### src/rtl/data_sampling_mv_if.sv
// data_sampling_mv_if
// Bundles the sampler's control/data inputs and its voted-bit outputs.
//   master : drives sample_en, prescale, vote_mode, edge_counter, data_in;
//            observes sampled_bit, sample_valid, noise_flag
//   slave  : the sampler itself (opposite directions)
interface data_sampling_mv_if #(
    parameter int EDGE_CNT_W = 6
);
    logic                  sample_en;
    logic [1:0]            prescale;
    logic                  vote_mode;
    logic [EDGE_CNT_W-1:0] edge_counter;
    logic                  data_in;
    logic                  sampled_bit;
    logic                  sample_valid;
    logic                  noise_flag;

    modport master (
        output sample_en, prescale, vote_mode, edge_counter, data_in,
        input  sampled_bit, sample_valid, noise_flag
    );

    modport slave (
        input  sample_en, prescale, vote_mode, edge_counter, data_in,
        output sampled_bit, sample_valid, noise_flag
    );
endinterface

### src/rtl/data_sampling_mv.sv
// data_sampling_mv
// Oversampling bit recoverer for the UART RX path. The raw line is passed
// through an optional synchroniser, then 3 or 5 votes centred on the bit
// midpoint are majority-decided. The result is presented with a 1-cycle
// valid strobe and a noise flag raised when the votes were not unanimous
// (or when a vote edge was skipped).
// Ports:
//   clock : oversampling clock
//   reset : asynchronous active-low reset
//   bus   : data_sampling_mv_if.slave
//           in : sample_en, prescale (00=x8 01=x16 10=x32 11=x4),
//                vote_mode (0=3 votes, 1=5 votes; x4 always 3 votes),
//                edge_counter, data_in
//           out: sampled_bit, sample_valid, noise_flag (all registered)
module data_sampling_mv #(
    parameter int EDGE_CNT_W  = 6,
    parameter int SYNC_STAGES = 2
) (
    input  logic                clock,
    input  logic                reset,
    data_sampling_mv_if.slave   bus
);

    typedef enum logic {
        IDLE    = 1'b0,
        COLLECT = 1'b1
    } state_t;

    // Midpoint edge of a bit for the selected oversampling factor.
    function automatic logic [EDGE_CNT_W-1:0] centre_f(input logic [1:0] ps);
        logic [EDGE_CNT_W-1:0] c;
        case (ps)
            2'b00:   c = EDGE_CNT_W'(32'd4);
            2'b01:   c = EDGE_CNT_W'(32'd8);
            2'b10:   c = EDGE_CNT_W'(32'd16);
            2'b11:   c = EDGE_CNT_W'(32'd2);
            default: c = EDGE_CNT_W'(32'd4);
        endcase
        return c;
    endfunction

    // Half-width of the vote window; x4 has no room for 5 votes.
    function automatic logic [1:0] half_f(input logic [1:0] ps, input logic vm);
        logic [1:0] h;
        if (ps == 2'b11 || vm == 1'b0) begin
            h = 2'd1;
        end else begin
            h = 2'd2;
        end
        return h;
    endfunction

    logic                  ds_s;
    logic [1:0]            h_live_s;
    logic [EDGE_CNT_W-1:0] c_live_s;
    logic [EDGE_CNT_W-1:0] lo_live_s;
    logic [EDGE_CNT_W-1:0] hi_live_s;
    logic [2:0]            ones_next_s;
    logic [2:0]            vote_next_s;
    logic [2:0]            full_s;

    state_t                state_r;
    logic [EDGE_CNT_W-1:0] lo_r;
    logic [EDGE_CNT_W-1:0] hi_r;
    logic [1:0]            h_r;
    logic [2:0]            ones_cnt_r;
    logic [2:0]            vote_cnt_r;
    logic                  sampled_bit_r;
    logic                  sample_valid_r;
    logic                  noise_flag_r;

    generate
        if (SYNC_STAGES == 0) begin : g_nosync
            assign ds_s = bus.data_in;
        end else begin : g_sync
            logic [SYNC_STAGES-1:0] sync_r;

            // Shift the raw line through the synchroniser; idle-high after reset.
            always_ff @(posedge clock or negedge reset) begin
                if (!reset) begin
                    sync_r <= {SYNC_STAGES{1'b1}};
                end else begin
                    sync_r[0] <= bus.data_in;
                    for (int i = 1; i < SYNC_STAGES; i++) begin
                        sync_r[i] <= sync_r[i-1];
                    end
                end
            end

            assign ds_s = sync_r[SYNC_STAGES-1];
        end
    endgenerate

    // Window geometry from the live settings plus next-count values.
    always_comb begin
        h_live_s    = half_f(bus.prescale, bus.vote_mode);
        c_live_s    = centre_f(bus.prescale);
        lo_live_s   = c_live_s - EDGE_CNT_W'(h_live_s);
        hi_live_s   = c_live_s + EDGE_CNT_W'(h_live_s);
        ones_next_s = ones_cnt_r + {2'b00, ds_s};
        vote_next_s = vote_cnt_r + 3'd1;
        // Number of votes a complete window holds: 2h+1.
        full_s      = {h_r, 1'b0} + 3'd1;
    end

    // Window FSM: open on the first vote edge, accumulate, decide on the last.
    always_ff @(posedge clock or negedge reset) begin
        if (!reset) begin
            state_r        <= IDLE;
            lo_r           <= {EDGE_CNT_W{1'b0}};
            hi_r           <= {EDGE_CNT_W{1'b0}};
            h_r            <= 2'd1;
            ones_cnt_r     <= 3'd0;
            vote_cnt_r     <= 3'd0;
            sampled_bit_r  <= 1'b1;
            sample_valid_r <= 1'b0;
            noise_flag_r   <= 1'b0;
        end else begin
            sample_valid_r <= 1'b0;
            if (!bus.sample_en) begin
                state_r    <= IDLE;
                ones_cnt_r <= 3'd0;
                vote_cnt_r <= 3'd0;
            end else begin
                case (state_r)
                    IDLE: begin
                        if (bus.edge_counter == lo_live_s) begin
                            // Geometry is frozen here so mid-window setting
                            // changes only take effect on the next bit.
                            state_r    <= COLLECT;
                            lo_r       <= lo_live_s;
                            hi_r       <= hi_live_s;
                            h_r        <= h_live_s;
                            ones_cnt_r <= {2'b00, ds_s};
                            vote_cnt_r <= 3'd1;
                        end
                    end
                    COLLECT: begin
                        if (bus.edge_counter == {EDGE_CNT_W{1'b0}}) begin
                            // Bit counter restarted under us: drop the window silently.
                            state_r    <= IDLE;
                            ones_cnt_r <= 3'd0;
                            vote_cnt_r <= 3'd0;
                        end else if (bus.edge_counter > lo_r && bus.edge_counter < hi_r) begin
                            ones_cnt_r <= ones_next_s;
                            vote_cnt_r <= vote_next_s;
                        end else if (bus.edge_counter == hi_r) begin
                            state_r        <= IDLE;
                            ones_cnt_r     <= 3'd0;
                            vote_cnt_r     <= 3'd0;
                            sampled_bit_r  <= (ones_next_s > {1'b0, h_r});
                            // A missing vote (skipped edge) is always reported as noise.
                            noise_flag_r   <= (ones_next_s != 3'd0 && ones_next_s != full_s) ||
                                              (vote_next_s != full_s);
                            sample_valid_r <= 1'b1;
                        end
                    end
                    default: begin
                        state_r    <= IDLE;
                        ones_cnt_r <= 3'd0;
                        vote_cnt_r <= 3'd0;
                    end
                endcase
            end
        end
    end

    assign bus.sampled_bit  = sampled_bit_r;
    assign bus.sample_valid = sample_valid_r;
    assign bus.noise_flag   = noise_flag_r;

endmodule

### src/flat_wrapper.sv
// flat-port wrapper written by rule: the top's interface ports become plain ports
module data_sampling_mv_flat 
#(
    parameter int EDGE_CNT_W  = 6,
    parameter int SYNC_STAGES = 2
)
  (clock, reset, bus_sample_en, bus_prescale, bus_vote_mode, bus_edge_counter, bus_data_in, bus_sampled_bit, bus_sample_valid, bus_noise_flag);
  data_sampling_mv_if #(.EDGE_CNT_W(EDGE_CNT_W)) bus_i ();
  input  logic clock;
  input  logic reset;
  input wire logic [$bits(bus_i.sample_en)-1:0] bus_sample_en;
  input wire logic [$bits(bus_i.prescale)-1:0] bus_prescale;
  input wire logic [$bits(bus_i.vote_mode)-1:0] bus_vote_mode;
  input wire logic [$bits(bus_i.edge_counter)-1:0] bus_edge_counter;
  input wire logic [$bits(bus_i.data_in)-1:0] bus_data_in;
  output wire logic [$bits(bus_i.sampled_bit)-1:0] bus_sampled_bit;
  output wire logic [$bits(bus_i.sample_valid)-1:0] bus_sample_valid;
  output wire logic [$bits(bus_i.noise_flag)-1:0] bus_noise_flag;
  assign bus_i.sample_en = bus_sample_en;
  assign bus_i.prescale = bus_prescale;
  assign bus_i.vote_mode = bus_vote_mode;
  assign bus_i.edge_counter = bus_edge_counter;
  assign bus_i.data_in = bus_data_in;
  assign bus_sampled_bit = bus_i.sampled_bit;
  assign bus_sample_valid = bus_i.sample_valid;
  assign bus_noise_flag = bus_i.noise_flag;
  data_sampling_mv #(.EDGE_CNT_W(EDGE_CNT_W), .SYNC_STAGES(SYNC_STAGES)) u_core (.clock(clock), .reset(reset), .bus(bus_i));
endmodule
### config.mk
export PLATFORM = sky130hd
export DESIGN_NAME = data_sampling_mv_flat
export DESIGN_NICKNAME = d
export VERILOG_FILES = /design/src/rtl/data_sampling_mv_if.sv /design/src/rtl/data_sampling_mv.sv /design/src/flat_wrapper.sv
export SDC_FILE = /design/constraint.sdc
export NUM_CORES = 1
export LEC_CHECK = 0
export BUFFER_PORTS_ARGS = -buffer_cell sky130_fd_sc_hd__clkbuf_2
export CAP_MARGIN = 20
export CORE_ASPECT_RATIO = 0.75
export CORE_MARGIN = 5
export CORE_UTILIZATION = 47
export DETAILED_ROUTE_END_ITERATION = 10
export PLACE_DENSITY = 0.66
export SYNTH_ARGS = -nofsm -noshare
export SYNTH_HDL_FRONTEND = slang
export SYNTH_SLANG_ARGS = --single-unit
export TNS_END_PERCENT = 5
### constraint.sdc
create_clock -name clock -period 5.9 [get_ports clock]
set_input_delay 0.59 -clock clock [delete_from_list [all_inputs] [get_ports clock]]
set_output_delay 0.59 -clock clock [all_outputs]
set_load 0.02 [all_outputs]
* Word level (Yosys, flattened, before mapping)
Index checks and enable logic that the tools add are counted.
W data, S select, Z words.
** Word-level totals
- Logic and storage cells :: 65
- Bits of input ports :: 13
- Register bits :: 26
- Output and inout bits :: 3
** Operators by class
- Mux-type cells :: 24
- Order comparisons :: 3
- Reductions and logical operators :: 10
- $add $sub $neg :: 5
- Bitwise logic cells :: 4
- Equal/unequal tests :: 9
** Operators by type and width (count)
- $mux W3 :: 9
- $pmux W6 S4 :: 1
- $eq A6 B6 Y1 :: 2
- $pmux W3 S2 :: 2
- $mux W1 :: 10
- $add A3 B1 Y3 const B :: 2
- $add A6 B2 Y6 :: 1
- $gt A6 B6 Y1 :: 1
- $logic_not A6 Y1 :: 1
- $lt A6 B6 Y1 :: 1
- $ne A3 B3 Y1 :: 2
- $sub A6 B2 Y6 :: 1
- $ne A5 B5 Y1 const B :: 1
- $reduce_and A5 Y1 :: 1
- $eq A2 B2 Y1 const B :: 2
- $not A1 Y1 :: 4
- $add A3 B1 Y3 :: 1
- $gt A3 B2 Y1 :: 1
- $ne A3 B2 Y1 const B :: 1
- $reduce_and A3 Y1 :: 1
- $reduce_bool A3 Y1 :: 1
- $eq A2 B1 Y1 const B :: 1
- $logic_and A1 B1 Y1 :: 2
- $logic_not A2 Y1 :: 1
- other kinds (4) :: 5

* Depth between registers and ports, before layout
- Word-level depth :: 8
- Mapped depth :: 9
- Depth with buffers taken out :: 8

* Worst setup path before layout
OpenSTA, ideal clock, no wires.
- Path type :: input to register
- Start point :: in bus_prescale[0]
- End point :: reg u_core.hi_r[4]
- Setup slack :: 3586 ps
- Arrival :: 2189 ps
- Path buffers :: 2
- Data required time :: 5775 ps
- Library setup time :: 125 ps
- Stages :: 8
- Cells stage by stage :: ha_1 -> or2b_1 -> o22ai_1 -> nand4_1 -> or3b_1 -> buf_6 -> buf_8 -> mux2_4
** Between the ends
- Longest elaborated chain between the ends :: 6
- Elaborated cells on any way between the ends :: 11
- Those cells by class :: add/sub (2); eq/ne (4); mux (2); reduce/logical (3)
** RTL lines
- from (decl) :: RTL line flat_wrapper.sv:12 : input wire logic [$bits(bus_i.prescale)-1:0] bus_prescale;
- branches (longest 6 deep; another with $sub A6 B2 Y6)
- to (signal assigned) :: RTL line data_sampling_mv.sv:111 : hi_r <= {EDGE_CNT_W{1'b0}};
- to (signal assigned) :: RTL line data_sampling_mv.sv:132 : hi_r <= hi_live_s;
- to (decl) :: RTL line data_sampling_mv.sv:64 : logic [EDGE_CNT_W-1:0] hi_r;
Parallel ways; which one is timed is not known. The select of a mux whose other input is x is not followed.
A chain may end at the register's enable or synchronous reset.

* Final worst setup path
- Start point :: in bus_edge_counter[3]
- End point :: reg u_core.noise_flag_r, in the netlist u_core.bus.noise_flag
** Between the ends
- Longest elaborated chain between the ends :: 4
- Elaborated cells on any way between the ends :: 8
- Those cells by class :: order compare (2); eq/ne (1); bitwise (2); reduce/logical (3)
** RTL lines
- from (decl) :: RTL line flat_wrapper.sv:14 : input wire logic [$bits(bus_i.edge_counter)-1:0] bus_edge_counter;
- $gt A6 B6 Y1 or $lt A6 B6 Y1 (tied branches) :: RTL line data_sampling_mv.sv:144 : end else if (bus.edge_counter > lo_r && bus.edge_counter < hi_r) begin
- $logic_and A1 B1 Y1 :: RTL line data_sampling_mv.sv:144
- $not A1 Y1 (no line)
- $reduce_and A5 Y1 (no line) (*)
- to (signal assigned) :: RTL line data_sampling_mv.sv:153 : noise_flag_r <= (ones_next_s != 3'd0 && ones_next_s != full_s) ||
- to (decl) :: RTL line data_sampling_mv.sv:70 : logic noise_flag_r;
Mark *: on every way between the ends. The rest lies on a longest branch, timed or not.

==> flow_metrics.tcl <==
set metrics [dict create \
    status "finished clean" \
    dieArea_mm2 0.00449 \
    critPathMostFrequentCell "o21ai_0" \
    ctsResizeCount 0 \
    finalWirelength_mm 3.11 \
    synth.area.top_cells "dfrtp_1 33%, ha_1 16%, dfstp_2 6.9%, mux2_2 5.2%, inv_1 4.9%" \
    ys_ff_latch 24 \
    num_vias 1158 \
    seqPwrFrac_pct 47.9 \
    skew_ns 0.0106 \
    worst_pin_slew_ns 0.616 \
    ios 16 \
    post_cts_buffers 0 \
    synth_ff_type "dfrtp_1" \
    clockRootBuffer "clkbuf_8" \
    dp_hpwl_mm 2.43 \
    cts_max_path_buffers 2 \
    wl_per_cell_um 15.2 \
    drtAntennaViolNets 0 \
    drv_cap 0 \
    die_y_um 59.3 \
    die_w_um 75.7 \
    swShare_pct 30.9 \
    hold_buffers 0 \
    cp-end-kind "flip-flop" \
    cts.sinks 24 \
    period_minus_slack_ns 2.42 \
    crit_start "bus_edge_counter[3]" \
    synthesis.area_mm2 0.00152 \
    synth_edf_count 0 \
    cts_tree "done" \
    ys_types 38 \
    core_mm2 0.00302 \
    synth_top_area_share_pct 32.9 \
    p_clk_share_pct 25.0 \
    multi_input_area_um2 816 \
    slew_viol_final 0 \
    grt.overflow.total 0 \
    regArea_um2 606 \
    max_stage_delay_ns 0.37 \
    arrival_ns 2.58 \
    r2r_start "u_core.lo_r[3]$_DFFE_PN0P_" \
    path_class "input pin to flip-flop" \
    routabilityCongestion 0.797 \
    hold_violations 0 \
    relSlewSlack_pct 59.0 \
    grt_pass1_wl_mm 5.32 \
    syn-num-nets 182 \
    p_per_area_mw_per_mm2 246 \
    cts.clk_slew.worst_paths_ns 0.09 \
    yosys.area.top_type "dfrtp_1" \
    dr.pass1.iters 4 \
    cellLeakagePower_nw 0.881 \
    syn-mean-instance-area_um2 10.2 \
    grt_usage_pct 15.6 \
    timing.final.crit_share_pct 41.0 \
    layout.nets 200 \
    rsz0062_at_grt "no" \
    fmax_ghz 0.414 \
    diodes 0 \
    yosys_warnings 0 \
    crit_fanout 4 \
    synthCells 149 \
    grt_pass1_vias 1142 \
    clkLatencyLatePin_ns 0.27 \
    cts_buffers 3 \
    switchingPower_mw 0.127 \
    grt_antenna_before_repair 0 \
    ir_drop_mv 0.122 \
    cp.required_ns 6.07 \
    drive_above_1_share_pct 19.9 \
    htreeDepth 1 \
    p_comb_share_pct 27.0 \
    start_util_pct 50.4 \
    worst_setup_path_start_kind "input pin" \
    fillCellCount 290 \
    setup_viol 0 \
    internal_power_mw 0.283 \
    path_cells "clkbuf_2, ha_1, a211o_1, nand2_1, o21ai_0, o21ai_0, nor3b_2, mux2_2" \
    hold_class "input pin to async pin" \
    portBuffers 15 \
    async_flop_share_pct 100 \
    drc_errors 0 \
    fin_tns_setup_ns 0 \
    drtIter0Drc 111 \
    slowest_stage "o21ai_0" \
    ys_seq_area_share_pct 39.8 \
    rows 17 \
    worst_hold_slack_ns 0.313 \
    drt-vias-per-instance 5.68 \
    grt_max_degree 25 \
    area_delta_synth_final_pct 9.29 \
]
[sequential cells by signal, summed over array words and instances, names as in the netlist, 2 cells and up]
name / count
u_core.g_sync.sync_r: 2
u_core.h_r: 2
u_core.hi_r: 6
u_core.lo_r: 4
u_core.ones_cnt_r: 3
u_core.vote_cnt_r: 3
[cell type report]
class	count	share of cell area, %
clock buffers	4	2.71
multi-input cells	103	49.0
repair buffers	15	4.51
inverters	20	4.51
flip-flops and latches	24	36.4
well taps	38	2.86
[synth_stat cells (2+ instances only)]
library cell and instances:
dfstp_2 4, and3b_1 2, xnor2_1 4, dfrtp_1 20, o21ai_0 6, nand2_1 14, or3_1 2, a21oi_1 8
inv_1 20, nand4_1 2, ha_1 20, nor2_1 6, a221o_1 2, a31oi_1 2, xor2_1 2, mux2_2 7
a22o_1 4, nor2b_1 4
[per-stage QoR]
| step | instance area, µm² | utilization [%] | power (mW) | std cells | worst slack [ns] |
|---|---|---|---|---|---|
| detailed placement | 1620 | 53.6 | 0.309 | 200 | 3.18 |
| CTS | 1660 | 55.1 | 0.411 | 204 | 3.47 |
| finish | 1660 | 55.1 | 0.409 | 204 | 3.48 |
| global placement | 1620 | 53.6 | 0.303 | 200 | 3.19 |
| global route | 1660 | 55.1 | 0.437 | 204 | 3.27 |
| floorplan | 1520 | - | 0.275 | 149 | 3.59 |
[cell families (layout without fill, tap and decap cells)]
family	Yosys count	count (layout)	synth area share, %
AO/OA/AOI/OAI	31	31	14.1
adder cells (fa/ha/maj)	20	20	16.4
buffers and inverters	22	39	6.66
AND/OR/NAND/NOR	38	38	13.4
multiplexers	8	8	6.16
flip-flops	24	24	39.8
XOR/XNOR	6	6	3.45
[final timing paths]
path / to / slack (ns) / cells after the start
worst max-delay path: u_core.bus.noise_flag$_DFFE_PN0P_ / 3.48 / 8
worst min-delay path: u_core.hi_r[4]$_DFFE_PN0P_ / 0.31 / 1
worst max register to register: u_core.bus.noise_flag$_DFFE_PN0P_ / 3.57 / 8
worst min register to register: u_core.g_sync.sync_r[1]$_DFF_PN1_ / 0.36 / 0
max in group asynchronous: u_core.hi_r[0]$_DFFE_PN0P_ / 5.18 / 1
min in group clock: u_core.g_sync.sync_r[1]$_DFF_PN1_ / 0.36 / 0
[power groups by stage]
stage | sequential (mW) | combinational (mW) | clock [mW]
finish | 0.196 | 0.111 | 0.102
detailed placement | 0.199 | 0.110 | 0
global placement | 0.198 | 0.105 | 0
global route | 0.199 | 0.128 | 0.110
floorplan | 0.195 | 0.0794 | 0
CTS | 0.196 | 0.111 | 0.105
[cells in the final DEF, fill, tap and decap left out, drive strengths merged, types with 4 or more instances in the layout]
cell type,n
ha,20
a22o,4
nand2,14
o21ai,6
nor2b,4
xnor2,4
inv,20
dfrtp,20
clkbuf,19
dfstp,4
a21oi,8
nor2,6
mux2,8
[routing by layer]
layer	share of wire (%)	vias to the layer above	track usage, %
met5	0	-	0
met4	0.80	0	3.24
met3	5.0	4	3.56
met2	45	28	24.0
met1	49	571	22.4
li1	-	555	-
[critical path, delay by kind of cell]
family | cells | cell delay (ns)
AO/OA/AOI/OAI | 3 | 0.72
AND/OR/NAND/NOR | 2 | 0.43
multiplexers | 1 | 0.37
adder cells (fa/ha/maj) | 1 | 0.33
buffers and inverters | 1 | 0.13
Note: power is estimated with default switching activity, not from simulation.
